File: config.mk
export PLATFORM = sky130hd
export DESIGN_NAME = contador_lotes_param_flat
export DESIGN_NICKNAME = d
export VERILOG_FILES = /design/src/rtl/contador_lotes_param_pkg.sv /design/src/rtl/contador_lotes_param_if.sv /design/src/rtl/contador_lotes_param_sincronizador_borda.sv /design/src/rtl/contador_lotes_param.sv /design/src/flat_wrapper.sv
export SDC_FILE = /design/constraint.sdc
export NUM_CORES = 1
export LEC_CHECK = 0
export BUFFER_PORTS_ARGS = -buffer_cell sky130_fd_sc_hd__buf_2
export CORE_UTILIZATION = 36
export CTS_CLUSTER_SIZE = 28
export DETAILED_ROUTE_END_ITERATION = 12
export PLACE_DENSITY = 0.67
export SYNTH_ARGS = -nofsm -noshare
export SYNTH_HDL_FRONTEND = slang
export SYNTH_HIERARCHICAL = 1
export SYNTH_SLANG_ARGS = --single-unit
File: constraint.sdc
create_clock -name clk -period 1.7 [get_ports clk]
set_input_delay 0.34 -clock clk [delete_from_list [all_inputs] [get_ports clk]]
set_output_delay 0.34 -clock clk [all_outputs]
set_load 0.005 [all_outputs]
File: src/rtl/contador_lotes_param_pkg.sv
// Shared constants and helpers for the bottling-line packing counter.
// Holds the default line constants (bottles per pack, packs per batch,
// synchroniser depth), the batch-end mode encodings, and a width helper.
// The helper is used when parameters are checked at elaboration.
package contador_lotes_param_pkg;

  // Line defaults: a dozen bottles per pack and ten packs per batch.
  localparam int DUZIA           = 12;
  localparam int MAX_LOTES       = 10;
  localparam int SYNC_STAGES_DEF = 2;
  localparam int ITEM_W_DEF      = 4;
  localparam int PACK_W_DEF      = 7;

  // What happens when a batch of MAX_PACKS packs completes.
  typedef enum logic {
    MODE_SATURATE = 1'b0,  // stop counting, raise full, wait for an operator ack
    MODE_WRAP     = 1'b1   // clear the pack count and keep going
  } wrap_mode_e;

  // True when the unsigned value can be held in a field of the given width.
  function automatic bit fits_in(input int value, input int width);
    return (longint'(value) < (longint'(1) << width));
  endfunction

endpackage

File: src/rtl/contador_lotes_param_if.sv
// Bus between the packing counter and its environment.
// It carries the sensor, the control inputs, the counter values and the flags.
// The master side drives the sensor and control inputs.
// The slave side (the counter) drives the counts and the flags.
interface contador_lotes_param_if #(
  parameter int ITEM_W = 4,
  parameter int PACK_W = 7
);

  logic              item_in;     // raw bottle sensor, asynchronous level
  logic              enable;      // accept bottle events
  logic              clear;       // synchronous clear of counters and flags
  logic              full_ack;    // operator acknowledge of a full batch
  logic [ITEM_W-1:0] item_count;  // bottles in the current pack
  logic [PACK_W-1:0] pack_count;  // completed packs
  logic              pack_pulse;  // one cycle per completed pack
  logic              wrap_pulse;  // one cycle per completed batch
  logic              full;        // batch complete, counting blocked

  modport master (
    output item_in, enable, clear, full_ack,
    input  item_count, pack_count, pack_pulse, wrap_pulse, full
  );

  modport slave (
    input  item_in, enable, clear, full_ack,
    output item_count, pack_count, pack_pulse, wrap_pulse, full
  );

endinterface

File: src/rtl/contador_lotes_param_sincronizador_borda.sv
// Synchroniser and rising-edge detector for the bottle sensor.
// The raw sensor level goes through SYNC_STAGES flops. A last-value flop
// follows them, and evt is high for one cycle per synchronised rising edge.
// None of these flops has a synchronous clear. They keep tracking the sensor
// while counting is disabled, so re-enabling with the sensor already high
// never looks like a new edge.
module sincronizador_borda #(
  parameter int SYNC_STAGES = 2
) (
  input  logic clk,
  input  logic reset,
  input  logic async_in,
  output logic evt
);

  logic [SYNC_STAGES-1:0] sync_r;
  logic                   prev_r;

  // Shift the raw level through the synchroniser and remember the last synced value.
  always_ff @(posedge clk or posedge reset) begin
    if (reset) begin
      sync_r <= '0;
      prev_r <= 1'b0;
    end else begin
      sync_r <= {sync_r[SYNC_STAGES-2:0], async_in};
      prev_r <= sync_r[SYNC_STAGES-1];
    end
  end

  // Both operands come straight from flops, so evt is glitch-free inside the clock domain.
  assign evt = sync_r[SYNC_STAGES-1] & ~prev_r;

endmodule

File: src/rtl/contador_lotes_param.sv
// Parametrised packing counter for the bottling line.
// Approved bottles from the final-station sensor are grouped into packs of
// ITEMS_PER_PACK. Completed packs are counted up to MAX_PACKS per batch. At the
// end of a batch the counter either wraps, or saturates and waits for an
// operator acknowledge. All outputs come straight from flops.
module contador_lotes_param
  import contador_lotes_param_pkg::*;
#(
  parameter int ITEMS_PER_PACK = DUZIA,
  parameter int MAX_PACKS      = MAX_LOTES,
  parameter int ITEM_W         = ITEM_W_DEF,
  parameter int PACK_W         = PACK_W_DEF,
  parameter int SYNC_STAGES    = SYNC_STAGES_DEF,
  parameter int WRAP_MODE      = 1
) (
  input logic                   clk,
  input logic                   reset,
  contador_lotes_param_if.slave bus
);

  // Terminal values compared against every cycle, sized to their counters.
  localparam logic [ITEM_W-1:0] ITEM_LAST = ITEM_W'(ITEMS_PER_PACK - 1);
  localparam logic [PACK_W-1:0] PACK_LAST = PACK_W'(MAX_PACKS - 1);
  localparam logic [PACK_W-1:0] PACK_MAX  = PACK_W'(MAX_PACKS);
  localparam logic              WRAP_EN   = (WRAP_MODE == int'(MODE_WRAP));

  // Illegal parameter combinations stop elaboration instead of silently misbehaving.
  if (ITEMS_PER_PACK < 2) begin : g_bad_items
    $error("contador_lotes_param: ITEMS_PER_PACK must be >= 2");
  end
  if (MAX_PACKS < 1) begin : g_bad_packs
    $error("contador_lotes_param: MAX_PACKS must be >= 1");
  end
  if (!fits_in(ITEMS_PER_PACK - 1, ITEM_W)) begin : g_bad_item_w
    $error("contador_lotes_param: ITEM_W too narrow for ITEMS_PER_PACK-1");
  end
  if (!fits_in(MAX_PACKS, PACK_W)) begin : g_bad_pack_w
    $error("contador_lotes_param: PACK_W too narrow for MAX_PACKS");
  end
  if (SYNC_STAGES < 2) begin : g_bad_sync
    $error("contador_lotes_param: SYNC_STAGES must be >= 2");
  end
  if ((WRAP_MODE != int'(MODE_WRAP)) && (WRAP_MODE != int'(MODE_SATURATE))) begin : g_bad_mode
    $error("contador_lotes_param: WRAP_MODE must be 0 or 1");
  end

  logic              evt_s;
  logic              accept_s;
  logic              ack_s;
  logic [ITEM_W-1:0] item_count_r;
  logic [PACK_W-1:0] pack_count_r;
  logic              pack_pulse_r;
  logic              wrap_pulse_r;
  logic              full_r;

  sincronizador_borda #(
    .SYNC_STAGES (SYNC_STAGES)
  ) u_sincronizador_borda (
    .clk      (clk),
    .reset    (reset),
    .async_in (bus.item_in),
    .evt      (evt_s)
  );

  // An event is dropped, never queued, when disabled, blocked by full or clear.
  assign accept_s = evt_s & bus.enable & ~full_r & ~bus.clear;

  // The acknowledge only means something in saturate mode while the batch is full.
  assign ack_s = ~WRAP_EN & bus.full_ack & full_r;

  // Counters, batch flag and one-cycle pulses; clear outranks acknowledge and counting.
  always_ff @(posedge clk or posedge reset) begin
    if (reset) begin
      item_count_r <= '0;
      pack_count_r <= '0;
      pack_pulse_r <= 1'b0;
      wrap_pulse_r <= 1'b0;
      full_r       <= 1'b0;
    end else if (bus.clear) begin
      item_count_r <= '0;
      pack_count_r <= '0;
      pack_pulse_r <= 1'b0;
      wrap_pulse_r <= 1'b0;
      full_r       <= 1'b0;
    end else begin
      pack_pulse_r <= 1'b0;
      wrap_pulse_r <= 1'b0;
      if (ack_s) begin
        item_count_r <= '0;
        pack_count_r <= '0;
        full_r       <= 1'b0;
      end else if (accept_s) begin
        if (item_count_r == ITEM_LAST) begin
          // Last bottle of the pack: close the pack and advance the batch.
          item_count_r <= '0;
          pack_pulse_r <= 1'b1;
          if (pack_count_r == PACK_LAST) begin
            wrap_pulse_r <= 1'b1;
            if (WRAP_EN) begin
              pack_count_r <= '0;
            end else begin
              pack_count_r <= PACK_MAX;
              full_r       <= 1'b1;
            end
          end else begin
            pack_count_r <= pack_count_r + 1'b1;
          end
        end else begin
          item_count_r <= item_count_r + 1'b1;
        end
      end else begin
        item_count_r <= item_count_r;
        pack_count_r <= pack_count_r;
        full_r       <= full_r;
      end
    end
  end

  assign bus.item_count = item_count_r;
  assign bus.pack_count = pack_count_r;
  assign bus.pack_pulse = pack_pulse_r;
  assign bus.wrap_pulse = wrap_pulse_r;
  assign bus.full       = full_r;

endmodule
File: src/flat_wrapper.sv
// flat-port wrapper written by rule: the top's interface ports become plain ports
module contador_lotes_param_flat import contador_lotes_param_pkg::*;
#(
  parameter int ITEMS_PER_PACK = DUZIA,
  parameter int MAX_PACKS      = MAX_LOTES,
  parameter int ITEM_W         = ITEM_W_DEF,
  parameter int PACK_W         = PACK_W_DEF,
  parameter int SYNC_STAGES    = SYNC_STAGES_DEF,
  parameter int WRAP_MODE      = 1
)
  (clk, reset, bus_item_in, bus_enable, bus_clear, bus_full_ack, bus_item_count, bus_pack_count, bus_pack_pulse, bus_wrap_pulse, bus_full);
  contador_lotes_param_if #(.ITEM_W(ITEM_W), .PACK_W(PACK_W)) bus_i ();
  input logic clk;
  input logic reset;
  input wire logic [$bits(bus_i.item_in)-1:0] bus_item_in;
  input wire logic [$bits(bus_i.enable)-1:0] bus_enable;
  input wire logic [$bits(bus_i.clear)-1:0] bus_clear;
  input wire logic [$bits(bus_i.full_ack)-1:0] bus_full_ack;
  output wire logic [$bits(bus_i.item_count)-1:0] bus_item_count;
  output wire logic [$bits(bus_i.pack_count)-1:0] bus_pack_count;
  output wire logic [$bits(bus_i.pack_pulse)-1:0] bus_pack_pulse;
  output wire logic [$bits(bus_i.wrap_pulse)-1:0] bus_wrap_pulse;
  output wire logic [$bits(bus_i.full)-1:0] bus_full;
  assign bus_i.item_in = bus_item_in;
  assign bus_i.enable = bus_enable;
  assign bus_i.clear = bus_clear;
  assign bus_i.full_ack = bus_full_ack;
  assign bus_item_count = bus_i.item_count;
  assign bus_pack_count = bus_i.pack_count;
  assign bus_pack_pulse = bus_i.pack_pulse;
  assign bus_wrap_pulse = bus_i.wrap_pulse;
  assign bus_full = bus_i.full;
  contador_lotes_param #(.ITEMS_PER_PACK(ITEMS_PER_PACK), .MAX_PACKS(MAX_PACKS), .ITEM_W(ITEM_W), .PACK_W(PACK_W), .SYNC_STAGES(SYNC_STAGES), .WRAP_MODE(WRAP_MODE)) u_core (.clk(clk), .reset(reset), .bus(bus_i));
endmodule
### After elaboration in Yosys (flattened, before gate mapping)

Index checks and enable logic that the tools add are counted.

| cells by class | value |
|---|---|
| add/sub/neg operators | 2 |
| equality and inequality tests | 2 |
| mux-type cells | 14 |
| bitwise operators | 5 |
| reduce and logical (&&, ||, !) cells | 3 |

Operators with widths:

| cell | count |
|---|---|
| two-way mux 7 bit | 4 |
| two-way mux 4 bit | 3 |
| adder 7 x 1 -> 7 bit, second input constant | 1 |
| == test 7 x 4 -> 1 bit, second input constant | 1 |
| two-way mux 1 bit | 7 |
| adder 4 x 1 -> 4 bit, second input constant | 1 |
| == test 4 bit, second input constant | 1 |
| nonzero test 2 bit | 2 |
| bitwise AND 1 bit | 3 |
| inverter 1 bit | 2 |
| AND reduction 2 bit | 1 |

| storage, ports and cells | value |
|---|---|
| bits in registers | 16 |
| input port bits | 6 |

### Logic depth before layout (Yosys ltp)

| logic depth | value |
|---|---|
| depth in word-level cells | 6 |
| depth in mapped cells | 6 |

### Modules after synthesis

The synthesis kept the hierarchy.

By module, submodules not included:

| module | times used | cells an instance | area an instance (um2) | seq. area each (um2) |
|---|---|---|---|---|
| contador_lotes_param | 1 | 75 | 693.2 | 325.3 |
| sincronizador_borda | 1 | 5 | 92.6 | 75.1 |

### Worst setup path after synthesis

OpenSTA, ideal clock, no wires.

| timing path | value |
|---|---|
| kind | flip-flop to flip-flop |
| start | register u_core.pack_count_r[0], in the netlist u_core/bus.pack_count[0] |
| end | register u_core.pack_count_r[6], in the netlist u_core/bus.pack_count[6] |
| library setup time | 101 ps |
| data arrival time | 1423 ps |
| data required time | 1599 ps |
| setup slack | 177 ps |
| stages on the path, launching flop included | 6 |
| period minus slack after synthesis | 1523 ps |
| cells stage by stage | dfrtp_1 ha_1 nand3_2 or3_1 or3_1 o32ai_1 |

| between the ends | value |
|---|---|
| cells in the longest elaborated chain, start to end | 5 |
| elaborated cells on any way between the ends | 6 |
| classes of those cells | add/sub (1); eq/ne (1); mux (4) |

RTL lines:

| element | line | text |
|---|---|---|
| from (decl) | contador_lotes_param.sv:51 | `logic [PACK_W-1:0] pack_count_r;` |
| from (signal assigned) | contador_lotes_param.sv:106 | `pack_count_r <= pack_count_r + 1'b1;` |
| from (signal assigned) | contador_lotes_param.sv:113 | `pack_count_r <= pack_count_r;` |
| adder 7 x 1 -> 7 bit / == test 7 x 4 -> 1 bit (equally long branches) | contador_lotes_param.sv:106, contador_lotes_param.sv:97 |  |
| two-way mux 7 bit * | contador_lotes_param.sv:97 | `if (pack_count_r == PACK_LAST) begin` |
| two-way mux 7 bit * | contador_lotes_param.sv:93 | `if (item_count_r == ITEM_LAST) begin` |
| two-way mux 7 bit * | contador_lotes_param.sv:92 | `end else if (accept_s) begin` |
| two-way mux 7 bit * | contador_lotes_param.sv:79 | `end else if (bus.clear) begin` |

Mark *: on every way between the ends. The rest lies on a longest branch, timed or not. The select of a mux whose other input is x is not followed.
A chain may end at the register's enable or synchronous reset.

### Worst setup path after layout

| timing path | value |
|---|---|
| start | register u_core.pack_count_r[1], in the netlist u_core/bus.pack_count[1] |
| end | register u_core.pack_count_r[6], in the netlist u_core/bus.pack_count[6] |

The elaborated chain is that of the path after synthesis.

==> impl_metrics.env <==
export IMPL_status="finished, final reports clean"
export IMPL_layout_common_cells="buf_2, dfrtp_1, inv_1, a21oi_1, nor2_1"
export IMPL_dieArea_um2=2370
export IMPL_async_flop_share=1.00
export IMPL_critPathBufInv=0
export IMPL_synth_area_leaders="dfrtp_1, a21oi_1, ha_1, inv_1, o32ai_1"
export IMPL_end_kind="flop"
export IMPL_rsz0062_at_grt="no"
export IMPL_wl_um=1470
export IMPL_grt_ovfl_total=0
export IMPL_worst_pin_slew_ns=0.503
export IMPL_fp_dieH_um=48.7
export IMPL_start_util=0.393
export IMPL_cts_buffers=3
export IMPL_dr_pass1_iters=3
export IMPL_hp_class="in2reg"
export IMPL_critPathArrivalTime_ns=1.75
export IMPL_cp_slowest_cell="dfrtp_1"
export IMPL_core_area_um2=2000
export IMPL_ys_flop_type="dfrtp_1"
export IMPL_fin_crit_ns=1.56
export IMPL_cp_max_fo=5
export IMPL_synth_edf_count=0
export IMPL_clock_latency_ns=0.28
export IMPL_route_antenna_remaining_nets=0
export IMPL_synthCells=80
export IMPL_syn2layout_area_growth_pct=22.3
export IMPL_fmax_mhz=642
export IMPL_dp_worst_setup_slack_ns=0.0815
export IMPL_htreeDepth=1
export IMPL_drtIter0Drc=7
export IMPL_grt_max_degree=17
export IMPL_max_slew_margin_rel=0.665
export IMPL_crit_path_max_incr_delay_ns=0.44
export IMPL_multi_input_area_um2=349
export IMPL_finalSetupTns_ns=0
export IMPL_io_buffers=17
export IMPL_place_gp_congestion=0.775
export IMPL_synth_fp_nets=89
export IMPL_drc=0
export IMPL_dp_hpwl_um=1090
export IMPL_synth_area_um2=786
export IMPL_num_rows=16
export IMPL_wl_per_cell_um=11.5
export IMPL_p_leak_nw=0.447
export IMPL_clk_path_buf_depth=2
export IMPL_nets=111
export IMPL_grt_pass1_wl_um=2470
export IMPL_fill_cells=202
export IMPL_vias=619
export IMPL_cts_sinks=16
export IMPL_drv_slew=0
export IMPL_synth_area_leader_cell="dfrtp_1"
export IMPL_vdd_drop_max_v=0.000462
export IMPL_antenna_found_initial=0
export IMPL_drive_above_1_share=0.287
export IMPL_post_cts_setup_buffers=0
export IMPL_crit_top_cell="or3_1"
export IMPL_pwr_density_cell_nw_per_um2=696
export IMPL_tritoncts="done"
export IMPL_post_route_period_util=0.916
export IMPL_die_width_um=48.7
export IMPL_vias_per_cell=4.84
export IMPL_clockRootBuffer="clkbuf_4"
export IMPL_final_common_cell="buf_2"
export IMPL_diodes=0
export IMPL_netlist_area_leader_share=0.510
export IMPL_ys_warn_count=6
export IMPL_critPathLaunchType="flop"
export IMPL_clk_pin_slew_ns=0.10
export IMPL_ioPinCount=20
export IMPL_grt_pass1_vias=573
export IMPL_ys_ff_latch=16
export IMPL_worstPathRequired_ns=1.89
export IMPL_synth_seq_area_share=0.510
export IMPL_fin_ws_ns=0.143
export IMPL_seq_area_um2=402
export IMPL_ys_types=28
export IMPL_synth_area_per_cell_um2=9.82
export IMPL_clock_skew_ns=0.00254
export IMPL_worstSetupPathType="reg2reg"
export IMPL_setup_viol=0
export IMPL_hold_viol=0
export IMPL_crit_family="simple AND/OR/NAND/NOR gates"
export IMPL_worstPathCellList="ha_4 > nand3_2 > or3_1 > or3_1 > o32ai_1"
export IMPL_drv_cap=0
export IMPL_track_usage=0.140
-- cell families after synthesis --
family | synth area share
buf+inv | 0.0621
other cells | 0.00477
flops | 0.510
fa+ha+maj | 0.0478
simple gates | 0.225
compound gates | 0.116
xor+xnor | 0.0223
mux | 0.0127
-- per-stage QoR --
stage	instance area (µm²)	total power, mW	util	hold slack (ns)	std cells
global route	961	0.709	0.480	0.129	128
detailed placement	901	0.425	0.450	0.218	123
finish	961	0.669	0.480	0.157	128
floorplan	786	0.414	-	0.0936	80
CTS	947	0.683	0.473	0.143	128
global placement	901	0.424	0.450	0.213	123
-- state kept, by name, summed over array words and instances, names as in the netlist --
name / cells
u_core/bus.wrap_pulse: 1
u_core/bus.pack_pulse: 1
u_core/u_sincronizador_borda/prev_r: 1
u_core/u_sincronizador_borda/sync_r: 2
u_core/bus.pack_count: 7
u_core/bus.item_count: 4
-- worst reg2reg max path: stages (launching register included) --
cell     delay (ns)
dfrtp_1        0.44
ha_4           0.18
nand3_2        0.09
or3_1          0.33
or3_1          0.31
o32ai_1        0.12
-- path summary, 6_finish.rpt --
check                                                        from                                      to  slack [ns]  cells past startpoint
max                                      u_core/bus.pack_count[1]                u_core/bus.pack_count[6]        0.14                      5
min                                                   bus_item_in  u_core/u_sincronizador_borda/sync_r[0]        0.16                      1
max reg2reg                              u_core/bus.pack_count[1]                u_core/bus.pack_count[6]        0.14                      5
min reg2reg                u_core/u_sincronizador_borda/sync_r[0]  u_core/u_sincronizador_borda/sync_r[1]        0.36                      0
max in group asynchronous                                   reset                u_core/bus.pack_count[0]        0.72                      3
min in group asynchronous                                   reset  u_core/u_sincronizador_borda/sync_r[0]        0.46                      3
-- routing by layer --
metal | GRT usage | part of all wire
met4 | 0.0735 | 0.0041
met1 | 0.189 | 0.49
met3 | 0.0314 | 0.032
met5 | 0 | 0
met2 | 0.208 | 0.47
-- power by group --
| part | internal, mW | leakage (nW) | switching [mW] | total, mW |
|---|---|---|---|---|
| Clock | 0.130 | 0.0210 | 0.120 | 0.251 |
| Combinational | 0.0103 | 0.212 | 0.0186 | 0.0289 |
| Sequential | 0.386 | 0.215 | 0.00373 | 0.389 |
| Total | 0.526 | 0.447 | 0.143 | 0.669 |
-- Yosys cell counts, types with 2 or more instances --
cell and count:
nor3_1 4, nand3b_1 2, o32ai_1 3, inv_1 8, nand3_1 4, nor2_1 6, or3_1 3, o21ai_0 2
buf_4 2, a21oi_1 8, nand2_1 4, dfrtp_1 16, ha_1 3
-- layout make-up --
class,count,area share
clock buffers,4,0.0378
inverters,8,0.0312
multi-input cells,53,0.363
flip-flops and latches,16,0.418
well taps,27,0.0352
repair buffers,20,0.115
-- timing repair --
| action | in CTS | in global routing |
|---|---|---|
| endpoints found under the setup margin | 0 | 1 |
| endpoints found under the hold margin | 3 | 0 |
| resized for setup | 0 | 3 |
| hold buffers | 1 | 0 |
Note: power is estimated with default switching activity, not from simulation.
